==> src/rtl/tempsense_pkg.sv <==
// Shared types for the tempsense SAR controller: FSM states, per-phase output
// encodings and the DAC end-point constants.
package tempsense_pkg;

    typedef enum logic [2:0] {
        ST_IDLE       = 3'd0,
        ST_PRECHARGE  = 3'd1,
        ST_TRANSITION = 3'd2,
        ST_MEASURE    = 3'd3,
        ST_EVALUATE   = 3'd4,
        ST_DONE       = 3'd5
    } sar_state_e;

    typedef enum logic [1:0] {
        DAC_SEL_MAX   = 2'd0,
        DAC_SEL_MIN   = 2'd1,
        DAC_SEL_TRIAL = 2'd2
    } dac_sel_e;

    typedef struct packed {
        logic     dac_en;
        logic     precharge_n;
        dac_sel_e dac_sel;
        logic     busy;
    } phase_enc_t;

    localparam phase_enc_t ENC_IDLE =
        '{dac_en: 1'b0, precharge_n: 1'b0, dac_sel: DAC_SEL_MAX, busy: 1'b0};
    localparam phase_enc_t ENC_PRECHARGE =
        '{dac_en: 1'b1, precharge_n: 1'b0, dac_sel: DAC_SEL_MAX, busy: 1'b1};
    localparam phase_enc_t ENC_TRANSITION =
        '{dac_en: 1'b1, precharge_n: 1'b1, dac_sel: DAC_SEL_MIN, busy: 1'b1};
    localparam phase_enc_t ENC_MEASURE =
        '{dac_en: 1'b1, precharge_n: 1'b1, dac_sel: DAC_SEL_TRIAL, busy: 1'b1};
    localparam phase_enc_t ENC_EVALUATE =
        '{dac_en: 1'b1, precharge_n: 1'b1, dac_sel: DAC_SEL_TRIAL, busy: 1'b1};

    function automatic int unsigned vmax(input int unsigned n);
        return (32'd1 << n) - 32'd1;
    endfunction

    function automatic int unsigned vmin(input int unsigned n);
        return ((32'd1 << n) >> n) - 32'd1;
    endfunction

    // DONE drives the same pins as IDLE, so it shares the idle encoding.
    function automatic phase_enc_t phase_enc(input sar_state_e st);
        phase_enc_t enc;
        case (st)
            ST_PRECHARGE:  enc = ENC_PRECHARGE;
            ST_TRANSITION: enc = ENC_TRANSITION;
            ST_MEASURE:    enc = ENC_MEASURE;
            ST_EVALUATE:   enc = ENC_EVALUATE;
            default:       enc = ENC_IDLE;
        endcase
        return enc;
    endfunction

endpackage

==> src/rtl/tempsense_sar_ctrl_if.sv <==
// Control/measurement bundle between the IO logic, the SAR controller and the
// tempsense delay cell.
interface tempsense_sar_ctrl_if #(
    parameter int N_VDAC = 6
);
    logic              start;
    logic              auto_en;
    logic              tempdelay;
    logic [N_VDAC-1:0] dac_data;
    logic              dac_en;
    logic              precharge_n;
    logic              busy;
    logic [N_VDAC-1:0] result;
    logic              valid;

    modport master (
        input  start, auto_en, tempdelay,
        output dac_data, dac_en, precharge_n, busy, result, valid
    );

    modport slave (
        output start, auto_en, tempdelay,
        input  dac_data, dac_en, precharge_n, busy, result, valid
    );
endinterface

==> src/rtl/tempsense_trigger.sv <==
// Periodic conversion trigger: free-running counter whose wrap raises a
// one-deep pending request, cleared when the controller accepts it.
module tempsense_trigger #(
    parameter int N_PERIOD = 14
) (
    input  logic clk,
    input  logic reset,
    input  logic auto_en,
    input  logic take,
    output logic pending
);

    logic [N_PERIOD-1:0] period_ctr_q, period_ctr_d;
    logic                pending_q, pending_d;
    logic                tick_s;

    // A tick that lands on the same edge as a take re-arms the request.
    always_comb begin
        period_ctr_d = period_ctr_q + {{(N_PERIOD-1){1'b0}}, 1'b1};
        tick_s       = (period_ctr_d == {N_PERIOD{1'b0}});
        pending_d    = (pending_q & ~take) | (tick_s & auto_en);
    end

    // Counter and request flag.
    always_ff @(posedge clk or posedge reset) begin
        if (reset) begin
            period_ctr_q <= {N_PERIOD{1'b0}};
            pending_q    <= 1'b0;
        end else begin
            period_ctr_q <= period_ctr_d;
            pending_q    <= pending_d;
        end
    end

    assign pending = pending_q;

endmodule

==> src/rtl/tempsense_sar_ctrl.sv <==
// Successive-approximation controller for the tempsense delay cell: resolves
// N_VDAC bits MSB first, one precharge/transition/measure/evaluate trial each.
module tempsense_sar_ctrl
    import tempsense_pkg::*;
#(
    parameter int N_VDAC      = 6,
    parameter int MEAS_CYCLES = 1,
    parameter int N_PERIOD    = 14
) (
    input  logic                clk,
    input  logic                reset,
    tempsense_sar_ctrl_if.master bus
);

    localparam int BIT_W  = (N_VDAC > 1) ? $clog2(N_VDAC) : 1;
    localparam int MEAS_W = (MEAS_CYCLES > 1) ? $clog2(MEAS_CYCLES) : 1;

    localparam logic [BIT_W-1:0]  BIT_MSB   = BIT_W'(N_VDAC - 1);
    localparam logic [BIT_W-1:0]  BIT_ONE   = {{(BIT_W-1){1'b0}}, 1'b1};
    localparam logic [MEAS_W-1:0] MEAS_LAST = MEAS_W'(MEAS_CYCLES - 1);
    localparam logic [MEAS_W-1:0] MEAS_ONE  = {{(MEAS_W-1){1'b0}}, 1'b1};
    localparam logic [N_VDAC-1:0] DAC_MAX   = N_VDAC'(vmax(N_VDAC));
    localparam logic [N_VDAC-1:0] DAC_MIN   = N_VDAC'(vmin(N_VDAC));
    localparam logic [N_VDAC-1:0] TRIAL_ONE = {{(N_VDAC-1){1'b0}}, 1'b1};

    sar_state_e        state_q, state_d;
    logic [BIT_W-1:0]  bit_idx_q, bit_idx_d;
    logic [N_VDAC-1:0] work_q, work_d;
    logic [MEAS_W-1:0] meas_ctr_q, meas_ctr_d;
    logic [N_VDAC-1:0] result_q, result_d;
    logic              valid_q, valid_d;
    logic              busy_q, busy_d;
    logic [N_VDAC-1:0] dac_data_q, dac_data_d;
    logic              dac_en_q, dac_en_d;
    logic              precharge_n_q, precharge_n_d;

    logic [N_VDAC-1:0] trial_s;
    logic [N_VDAC-1:0] trial_next_s;
    phase_enc_t        enc_s;
    logic              take_s;
    logic              pending_s;

    tempsense_trigger #(
        .N_PERIOD (N_PERIOD)
    ) u_trigger (
        .clk     (clk),
        .reset   (reset),
        .auto_en (bus.auto_en),
        .take    (take_s),
        .pending (pending_s)
    );

    // Sequencer: trial order, bit pointer, working code and measure dwell.
    always_comb begin
        state_d    = state_q;
        bit_idx_d  = bit_idx_q;
        work_d     = work_q;
        meas_ctr_d = meas_ctr_q;
        take_s     = 1'b0;
        trial_s    = work_q | (TRIAL_ONE << bit_idx_q);

        case (state_q)
            ST_IDLE: begin
                if (bus.start || pending_s) begin
                    state_d   = ST_PRECHARGE;
                    bit_idx_d = BIT_MSB;
                    work_d    = {N_VDAC{1'b0}};
                    take_s    = 1'b1;
                end else begin
                    state_d = ST_IDLE;
                end
            end
            ST_PRECHARGE: begin
                state_d = ST_TRANSITION;
            end
            ST_TRANSITION: begin
                state_d    = ST_MEASURE;
                meas_ctr_d = {MEAS_W{1'b0}};
            end
            ST_MEASURE: begin
                if (meas_ctr_q == MEAS_LAST) begin
                    state_d    = ST_EVALUATE;
                    meas_ctr_d = {MEAS_W{1'b0}};
                end else begin
                    meas_ctr_d = meas_ctr_q + MEAS_ONE;
                end
            end
            ST_EVALUATE: begin
                // A slow cell (tempdelay low) means the trial code is still at or below the threshold.
                if (!bus.tempdelay) begin
                    work_d = trial_s;
                end else begin
                    work_d = work_q;
                end
                if (bit_idx_q == {BIT_W{1'b0}}) begin
                    state_d = ST_DONE;
                end else begin
                    bit_idx_d = bit_idx_q - BIT_ONE;
                    state_d   = ST_PRECHARGE;
                end
            end
            ST_DONE: begin
                state_d = ST_IDLE;
            end
            default: begin
                state_d = ST_IDLE;
            end
        endcase
    end

    // Pin values for the upcoming state, so every output leaves a flop.
    always_comb begin
        enc_s        = phase_enc(state_d);
        trial_next_s = work_d | (TRIAL_ONE << bit_idx_d);
        dac_data_d   = DAC_MAX;
        case (enc_s.dac_sel)
            DAC_SEL_MAX:   dac_data_d = DAC_MAX;
            DAC_SEL_MIN:   dac_data_d = DAC_MIN;
            DAC_SEL_TRIAL: dac_data_d = trial_next_s;
            default:       dac_data_d = DAC_MAX;
        endcase
        dac_en_d      = enc_s.dac_en;
        precharge_n_d = enc_s.precharge_n;
        busy_d        = enc_s.busy;
        valid_d       = (state_d == ST_DONE);
        if (valid_d) begin
            result_d = work_d;
        end else begin
            result_d = result_q;
        end
    end

    // State, datapath and registered outputs.
    always_ff @(posedge clk or posedge reset) begin
        if (reset) begin
            state_q       <= ST_IDLE;
            bit_idx_q     <= BIT_MSB;
            work_q        <= {N_VDAC{1'b0}};
            meas_ctr_q    <= {MEAS_W{1'b0}};
            result_q      <= {N_VDAC{1'b0}};
            valid_q       <= 1'b0;
            busy_q        <= 1'b0;
            dac_data_q    <= DAC_MAX;
            dac_en_q      <= 1'b0;
            precharge_n_q <= 1'b0;
        end else begin
            state_q       <= state_d;
            bit_idx_q     <= bit_idx_d;
            work_q        <= work_d;
            meas_ctr_q    <= meas_ctr_d;
            result_q      <= result_d;
            valid_q       <= valid_d;
            busy_q        <= busy_d;
            dac_data_q    <= dac_data_d;
            dac_en_q      <= dac_en_d;
            precharge_n_q <= precharge_n_d;
        end
    end

    assign bus.dac_data    = dac_data_q;
    assign bus.dac_en      = dac_en_q;
    assign bus.precharge_n = precharge_n_q;
    assign bus.busy        = busy_q;
    assign bus.result      = result_q;
    assign bus.valid       = valid_q;

endmodule

==> src/flat_wrapper.sv <==
// flat-port wrapper written by rule: the top's interface ports become plain ports
module tempsense_sar_ctrl_flat import tempsense_pkg::*;
#(
    parameter int N_VDAC      = 6,
    parameter int MEAS_CYCLES = 1,
    parameter int N_PERIOD    = 14
)
  (clk, reset, bus_start, bus_auto_en, bus_tempdelay, bus_dac_data, bus_dac_en, bus_precharge_n, bus_busy, bus_result, bus_valid);
  tempsense_sar_ctrl_if #(.N_VDAC(N_VDAC)) bus_i ();
  input  logic clk;
  input  logic reset;
  input wire logic [$bits(bus_i.start)-1:0] bus_start;
  input wire logic [$bits(bus_i.auto_en)-1:0] bus_auto_en;
  input wire logic [$bits(bus_i.tempdelay)-1:0] bus_tempdelay;
  output wire logic [$bits(bus_i.dac_data)-1:0] bus_dac_data;
  output wire logic [$bits(bus_i.dac_en)-1:0] bus_dac_en;
  output wire logic [$bits(bus_i.precharge_n)-1:0] bus_precharge_n;
  output wire logic [$bits(bus_i.busy)-1:0] bus_busy;
  output wire logic [$bits(bus_i.result)-1:0] bus_result;
  output wire logic [$bits(bus_i.valid)-1:0] bus_valid;
  assign bus_i.start = bus_start;
  assign bus_i.auto_en = bus_auto_en;
  assign bus_i.tempdelay = bus_tempdelay;
  assign bus_dac_data = bus_i.dac_data;
  assign bus_dac_en = bus_i.dac_en;
  assign bus_precharge_n = bus_i.precharge_n;
  assign bus_busy = bus_i.busy;
  assign bus_result = bus_i.result;
  assign bus_valid = bus_i.valid;
  tempsense_sar_ctrl #(.N_VDAC(N_VDAC), .MEAS_CYCLES(MEAS_CYCLES), .N_PERIOD(N_PERIOD)) u_core (.clk(clk), .reset(reset), .bus(bus_i));
endmodule
==> config.mk <==
export PLATFORM = sky130hd
export DESIGN_NAME = tempsense_sar_ctrl_flat
export DESIGN_NICKNAME = d
export VERILOG_FILES = /design/src/rtl/tempsense_pkg.sv /design/src/rtl/tempsense_sar_ctrl_if.sv /design/src/rtl/tempsense_trigger.sv /design/src/rtl/tempsense_sar_ctrl.sv /design/src/flat_wrapper.sv
export SDC_FILE = /design/constraint.sdc
export NUM_CORES = 1
export LEC_CHECK = 0
export ABC_AREA = 1
export CORE_ASPECT_RATIO = 1.25
export CORE_MARGIN = 1.5
export CORE_UTILIZATION = 50
export DETAILED_ROUTE_END_ITERATION = 10
export PLACE_DENSITY = 0.72
export REMOVE_ABC_BUFFERS = 1
export SLEW_MARGIN = 40
export SYNTH_ARGS = -nofsm -noshare
export SYNTH_HDL_FRONTEND = slang
export SYNTH_SLANG_ARGS = --single-unit
export TNS_END_PERCENT = 5
==> constraint.sdc <==
create_clock -name clk -period 1.4 [get_ports clk]
set_input_delay 0.42 -clock clk [delete_from_list [all_inputs] [get_ports clk]]
set_output_delay 0.42 -clock clk [all_outputs]
set_load 0.02 [all_outputs]
* Yosys cells after proc, flatten, opt, wreduce, memory -nomap -nowiden
Cells that the tools add are included.
** Word-level totals
- Output and inout bits :: 16
- Memories :: 0
- Memory bits (read-only) :: 0
- Bits of input ports :: 5
- Bits in latches :: 0
- Register bits after elaboration :: 44
- RAM bits :: 0
** Cells by class
- Bitwise gates (word level) :: 6
- Reductions and logical operators :: 6
- Mux-type cells :: 16
- Shift operators :: 2
- Add/sub/neg operators :: 3
- Order comparisons :: 0
- Multipliers :: 0
- Divide/modulo/power cells :: 0
- Eq/ne operators :: 11
** Operator list (count)
- $pmux 6 s2 :: 2
- $pmux 3 s5 :: 1
- $pmux 5 s3 :: 1
- $add 14x1->14 const B :: 1
- $logic_not 14->1 :: 1
- $eq 3x2->1 const B :: 4
- $mux 3 :: 4
- $mux 6 :: 2
- $or 6x6->6 :: 2
- $shl 1x3->6 const A :: 2
- $eq 3x3->1 const B :: 3
- $eq 3x1->1 const B :: 2
- $logic_not 3->1 :: 2
- $pmux 3 s2 :: 1
- $mux 1 :: 4
- $sub 3x1->3 const B :: 1
- $and 1x1->1 :: 2
- $eq 2x1->1 const B :: 1
- $eq 2x2->1 const B :: 1
- $pmux 1 s2 :: 1
- $reduce_bool 2->1 :: 1
- $reduce_or 2->1 :: 1
- $add 1x1->1 const B :: 1
- $logic_or 1x1->1 :: 1
- 2 further kinds :: 2

* Longest topological paths before layout
- Depth in word-level cells :: 8
- Mapped depth :: 12
- Gate-level depth less buffers :: 12

* Hierarchy
Synthesis repeated with hierarchy kept, for this count alone.
** Second synthesis, totals
- Cells, all modules :: 261
- Area, all modules :: 2203.4 um^2
** By module, submodules not included
- tempsense_sar_ctrl :: area an instance 1405.1 um^2, cells each 154, sequential area each 685.7 um^2, instances 1
- tempsense_trigger :: area an instance 798.3 um^2, cells each 107, sequential area each 375.4 um^2, instances 1

* Least setup slack after synthesis
Ideal clock, no wire load.
- Path kind :: register -> register
- Start :: register u_core.bit_idx_q[0]
- End :: register u_core.dac_data_q[2] (netlist: u_core.bus.dac_data[2])
- Path buffers :: 0
- Required time :: 1.339 ns
- Cell stages (with the launch flop) :: 12
- Slack :: -0.159 ns
- Library setup time :: 0.061 ns
- Arrival :: 1.497 ns
- Path through :: dfstp_2 -> inv_1 -> ha_1 -> nand2_1 -> nand3_2 -> inv_2 -> nand2_1 -> nand2_2 -> inv_2 -> o21ai_1 -> nand2_1 -> nand2_1
** RTL lines
- from (decl) :: line tempsense_sar_ctrl.sv:27 : logic [BIT_W-1:0] bit_idx_q, bit_idx_d;
- from (signal assigned) :: line tempsense_sar_ctrl.sv:148 : bit_idx_q <= bit_idx_d;
- $sub 3x1->3 or $logic_not 3->1 (tied branches) :: line tempsense_sar_ctrl.sv:98, tempsense_sar_ctrl.sv:95
- $mux 3 :: line tempsense_sar_ctrl.sv:95 : if (bit_idx_q == {BIT_W{1'b0}}) begin
- $pmux 3 s2 (*) :: line tempsense_sar_ctrl.sv:62 : case (state_q)
- net u_core.bit_idx_d[0] :: line tempsense_sar_ctrl.sv:27
- $shl 1x3->6 (*) :: line tempsense_sar_ctrl.sv:114 : trial_next_s = work_d | (TRIAL_ONE << bit_idx_d);
- $or 6x6->6 (*) :: line tempsense_sar_ctrl.sv:114
- $pmux 6 s2 (*) :: line tempsense_sar_ctrl.sv:116 : case (enc_s.dac_sel)
- net u_core.dac_data_d[2] :: line tempsense_sar_ctrl.sv:33 : logic [N_VDAC-1:0] dac_data_q, dac_data_d;
- to (signal assigned) :: line tempsense_sar_ctrl.sv:154 : dac_data_q <= dac_data_d;
- to (decl) :: line tempsense_sar_ctrl.sv:33
The timed path passes the listed nets; every way through them passes the cells marked *.
A chain may end at the register's enable or synchronous reset.

* Worst setup path after layout
- Start :: register u_core.bit_idx_q[0]
- End :: register u_core.dac_data_q[0] (netlist: u_core.bus.dac_data[0])
** On the way
- Word-level cells in the longest chain between the ends :: 8
** Ends and longest elaborated chain
- $logic_not 3->1 :: line tempsense_sar_ctrl.sv:95
- $mux 3 :: line tempsense_sar_ctrl.sv:95
- $pmux 3 s5 :: line tempsense_sar_ctrl.sv:62
- $eq 3x2->1 or $eq 3x3->1 (tied branches) :: line tempsense_pkg.sv:49 : case (st)
- $reduce_or 2->1 (no source line)
- $pmux 5 s3 :: line tempsense_pkg.sv:49
- $eq 2x2->1 or $eq 2x1->1 (tied branches) :: line tempsense_sar_ctrl.sv:116
- $pmux 6 s2 (*) :: line tempsense_sar_ctrl.sv:116
- net u_core.dac_data_d[0] :: line tempsense_sar_ctrl.sv:33
Marked as above.

==> results_dict.tcl <==
set metrics [dict create \
    area_growth_syn_to_layout_pct 27.94 \
    ir_drop_mv 1.051 \
    globalRouteOverflowTotal 0 \
    synth.area.mux_share 0 \
    gp_congestion 0.8462 \
    slew_violations 0 \
    p_per_area_nw_per_um2 1649 \
    synth_xor_area_frac 0.02052 \
    dpl_cell_area_um2 2535 \
    path_class "reg -> reg" \
    hold_path.class "in -> async" \
    ios 21 \
    fin_crit_sh 1.135 \
    post-route-min-period_ns 1.589 \
    crit_family "simple AND/OR/NAND/NOR gates" \
    crit_path_end_kind "flop" \
    cp_max_fo 5 \
    die_area_um2 4544 \
    fp.dieH_um 75.00 \
    max_freq_mhz 629.3 \
    cts_tree "yes" \
    start_kind "flop" \
    yosysSeqAreaShare 0.5118 \
    cpPeakStageDelay_ns 0.54 \
    root_buffer "clkbuf_8" \
    p_leak_nw 1.429 \
    syn_area_per_cell_um2 8.428 \
    fin_cells 355 \
    hold_buffers 0 \
    status "finished with violations" \
    rows 26 \
    clock-sinks 42 \
    die_width_um 60.60 \
    viasPerCell 4.718 \
    hold_viol 0 \
    numCtsBuffers 5 \
    rsz0062_at_grt "true" \
    synth_seq_cells 42 \
    grt_max_degree 43 \
    drive_above_1_share 0.3144 \
    tightest_slew_ns 0.2808 \
    wire_per_inst_um 11.31 \
    failed_checks "setup timing" \
    fin_nets 309 \
    htreeDepth 2 \
    synth-adder-area-share 0.03621 \
    yosysWarnings 0 \
    path_common_cell "nand2_1" \
    syn-instance-count 246 \
    nFillCells 356 \
    vias 1675 \
    ant_nets 0 \
    dp.final_hpwl_mm 2.966 \
    max_cap_viol_count 0 \
    fin_ws_ns -0.1891 \
    path_buf_inv 2 \
    antenna_found_initial 0 \
    finalSetupViolations 15 \
    crit_required_ns 1.62 \
    io_buffer_count 20 \
    grt_pass1_wl_mm 6.624 \
    seqCellArea_um2 1061 \
    dp_cells 344 \
    clock_path_buffers 2 \
    initial_core_util 0.5140 \
    syn_area_um2 2073 \
    grt_pass1_vias 1613 \
    multi_input_area_um2 859.6 \
    synth-simple-area-share 0.2885 \
    cts.clk_slew.worst_paths_ns 0.08 \
    drt-initial-drc-count 53 \
    critical-path-slowest-cell "dfstp_2" \
    coreArea_um2 4034 \
    whs_ns 0.4786 \
    critical_path_arrival_ns 1.81 \
    slew_headroom 0.8128 \
    wirelength_mm 4.016 \
    design_area_um2 2653 \
    skew_ns 0.009205 \
    drc_errors 0 \
    diodes 0 \
    grt.total_usage 0.2024 \
    synth.distinct_cells 28 \
    synth_compound_area_frac 0.04768 \
    clkLatencyLatePin_ns 0.29 \
    firstDrtPassIters 4 \
    cp_cell_sequence "inv_2 -> ha_2 -> nand2_2 -> nand3_4 -> inv_2 -> nand2_1 -> nand2_2 -> nand3_1 -> nand2_1 -> nand2_1 -> nand2_1" \
    synth_top_family_by_area "simple AND/OR/NAND/NOR gates" \
]
## metrics by stage
stage / TNS, ns / power, mW / utilization / worst slack, ns
after global placement: -5.703 / 3.628 / 0.6284 / -0.3291
after floorplan: -0.9668 / 2.756 / - / -0.1701
after detailed placement: -6.283 / 3.647 / 0.6284 / -0.3649
after CTS: -1.195 / 4.291 / 0.6461 / -0.1733
final: -1.264 / 4.375 / 0.6576 / -0.1891
after global routing: -2.926 / 4.680 / 0.6576 / -0.2757
## state kept, by name, indices dropped and copies added, names as in the netlist
signal                         flops
u_core.bus.busy                    1
u_core.work_q                      6
u_core.bit_idx_q                   3
u_core.bus.valid                   1
u_core.bus.dac_data                6
u_core.bus.precharge_n             1
u_core.state_q                     3
u_core.u_trigger.pending           1
u_core.bus.result                  6
u_core.u_trigger.period_ctr_q     14
## cell families (layout without fill, tap and decap cells)
kind of cell | Yosys count | in the layout
xor gates and xnor gates | 4 | 4
AOI/OAI and AO/OA | 16 | 16
adders and majority gates | 6 | 6
DFF | 42 | 42
buffers and inverters | 49 | 102
and+or+nand+nor | 129 | 129
## cells in the mapped netlist, drive strengths merged
| master | n | area share |
|---|---|---|
| xnor2 | 3 | 0.016 |
| nand2 | 79 | 0.15 |
| nand3b | 1 | 0.0036 |
| ha | 6 | 0.036 |
| o22ai | 1 | 0.0060 |
| dfrtp | 34 | 0.41 |
| a21oi | 2 | 0.0066 |
| xor2 | 1 | 0.0042 |
| inv | 45 | 0.081 |
| dfstp | 8 | 0.10 |
| buf | 4 | 0.014 |
| a31o | 2 | 0.0085 |
| nor2 | 22 | 0.053 |
| o21ai | 11 | 0.027 |
| nand3 | 23 | 0.066 |
| nand4 | 4 | 0.012 |
## worst min-delay path, cell delays in order
cell and delay, ns:
clkdlybuf4s50_1 0.39, inv_1 0.09, buf_12 0.24
## metal layers
metal,track usage,routed length [µm],part of all wire
met1,0.1991,1559,0.39
met3,0.04467,113,0.028
met4,0.09662,113,0.028
met2,0.3883,2229,0.56
met5,0,0,0
## cell type report
type / instances / area share
clock buffer: 8 / 0.03019
sequential: 42 / 0.4000
multi-input combinational: 155 / 0.3241
tap: 56 / 0.02642
timing repair buffer: 49 / 0.1557
inverter: 45 / 0.06368
## timing repair
item / in CTS / in global routing
pin swaps: 2 / 7
setup endpoints to repair: 32 / 31
endpoints found under the hold margin: 0 / 0
buffers inserted: 1 / 2
resized for setup: 49 / 23
## cell usage in the layout (no fill, tap or decap), drive strengths merged, types with 5 or more instances in the layout
cell / synthesis / layout
dfstp: 8 / 8
dfrtp: 34 / 34
nand2: 79 / 79
clkdlybuf4s15: 0 / 5
o21ai: 11 / 11
buf: 4 / 35
ha: 6 / 6
nor2: 22 / 22
clkbuf: 0 / 13
nand3: 23 / 23
inv: 45 / 45
## power by group
| group | switching (mW) | internal [mW] | leakage, nW |
|---|---|---|---|
| clock | 0.369 | 0.354 | 0.0395 |
| combinational | 1.09 | 0.838 | 0.878 |
| sequential | 0.165 | 1.56 | 0.511 |
| total | 1.62 | 2.75 | 1.43 |
## path summary, 6_finish.rpt
path | start | to | slack (ns) | depth (start not counted)
hold reg to reg | u_core.bus.result[5] | u_core.bus.result[5] | 0.48 | 2
setup / recovery | u_core.bit_idx_q[0] | u_core.bus.dac_data[0] | -0.19 | 11
min in group clk | u_core.bus.result[5] | u_core.bus.result[5] | 0.48 | 2
hold / removal | reset | u_core.u_trigger.period_ctr_q[4] | 0.48 | 3
max in group asynchronous | reset | u_core.bit_idx_q[0] | 0.65 | 3
setup reg to reg | u_core.bit_idx_q[0] | u_core.bus.dac_data[0] | -0.19 | 11
Note: power is estimated with default switching activity, not from simulation.
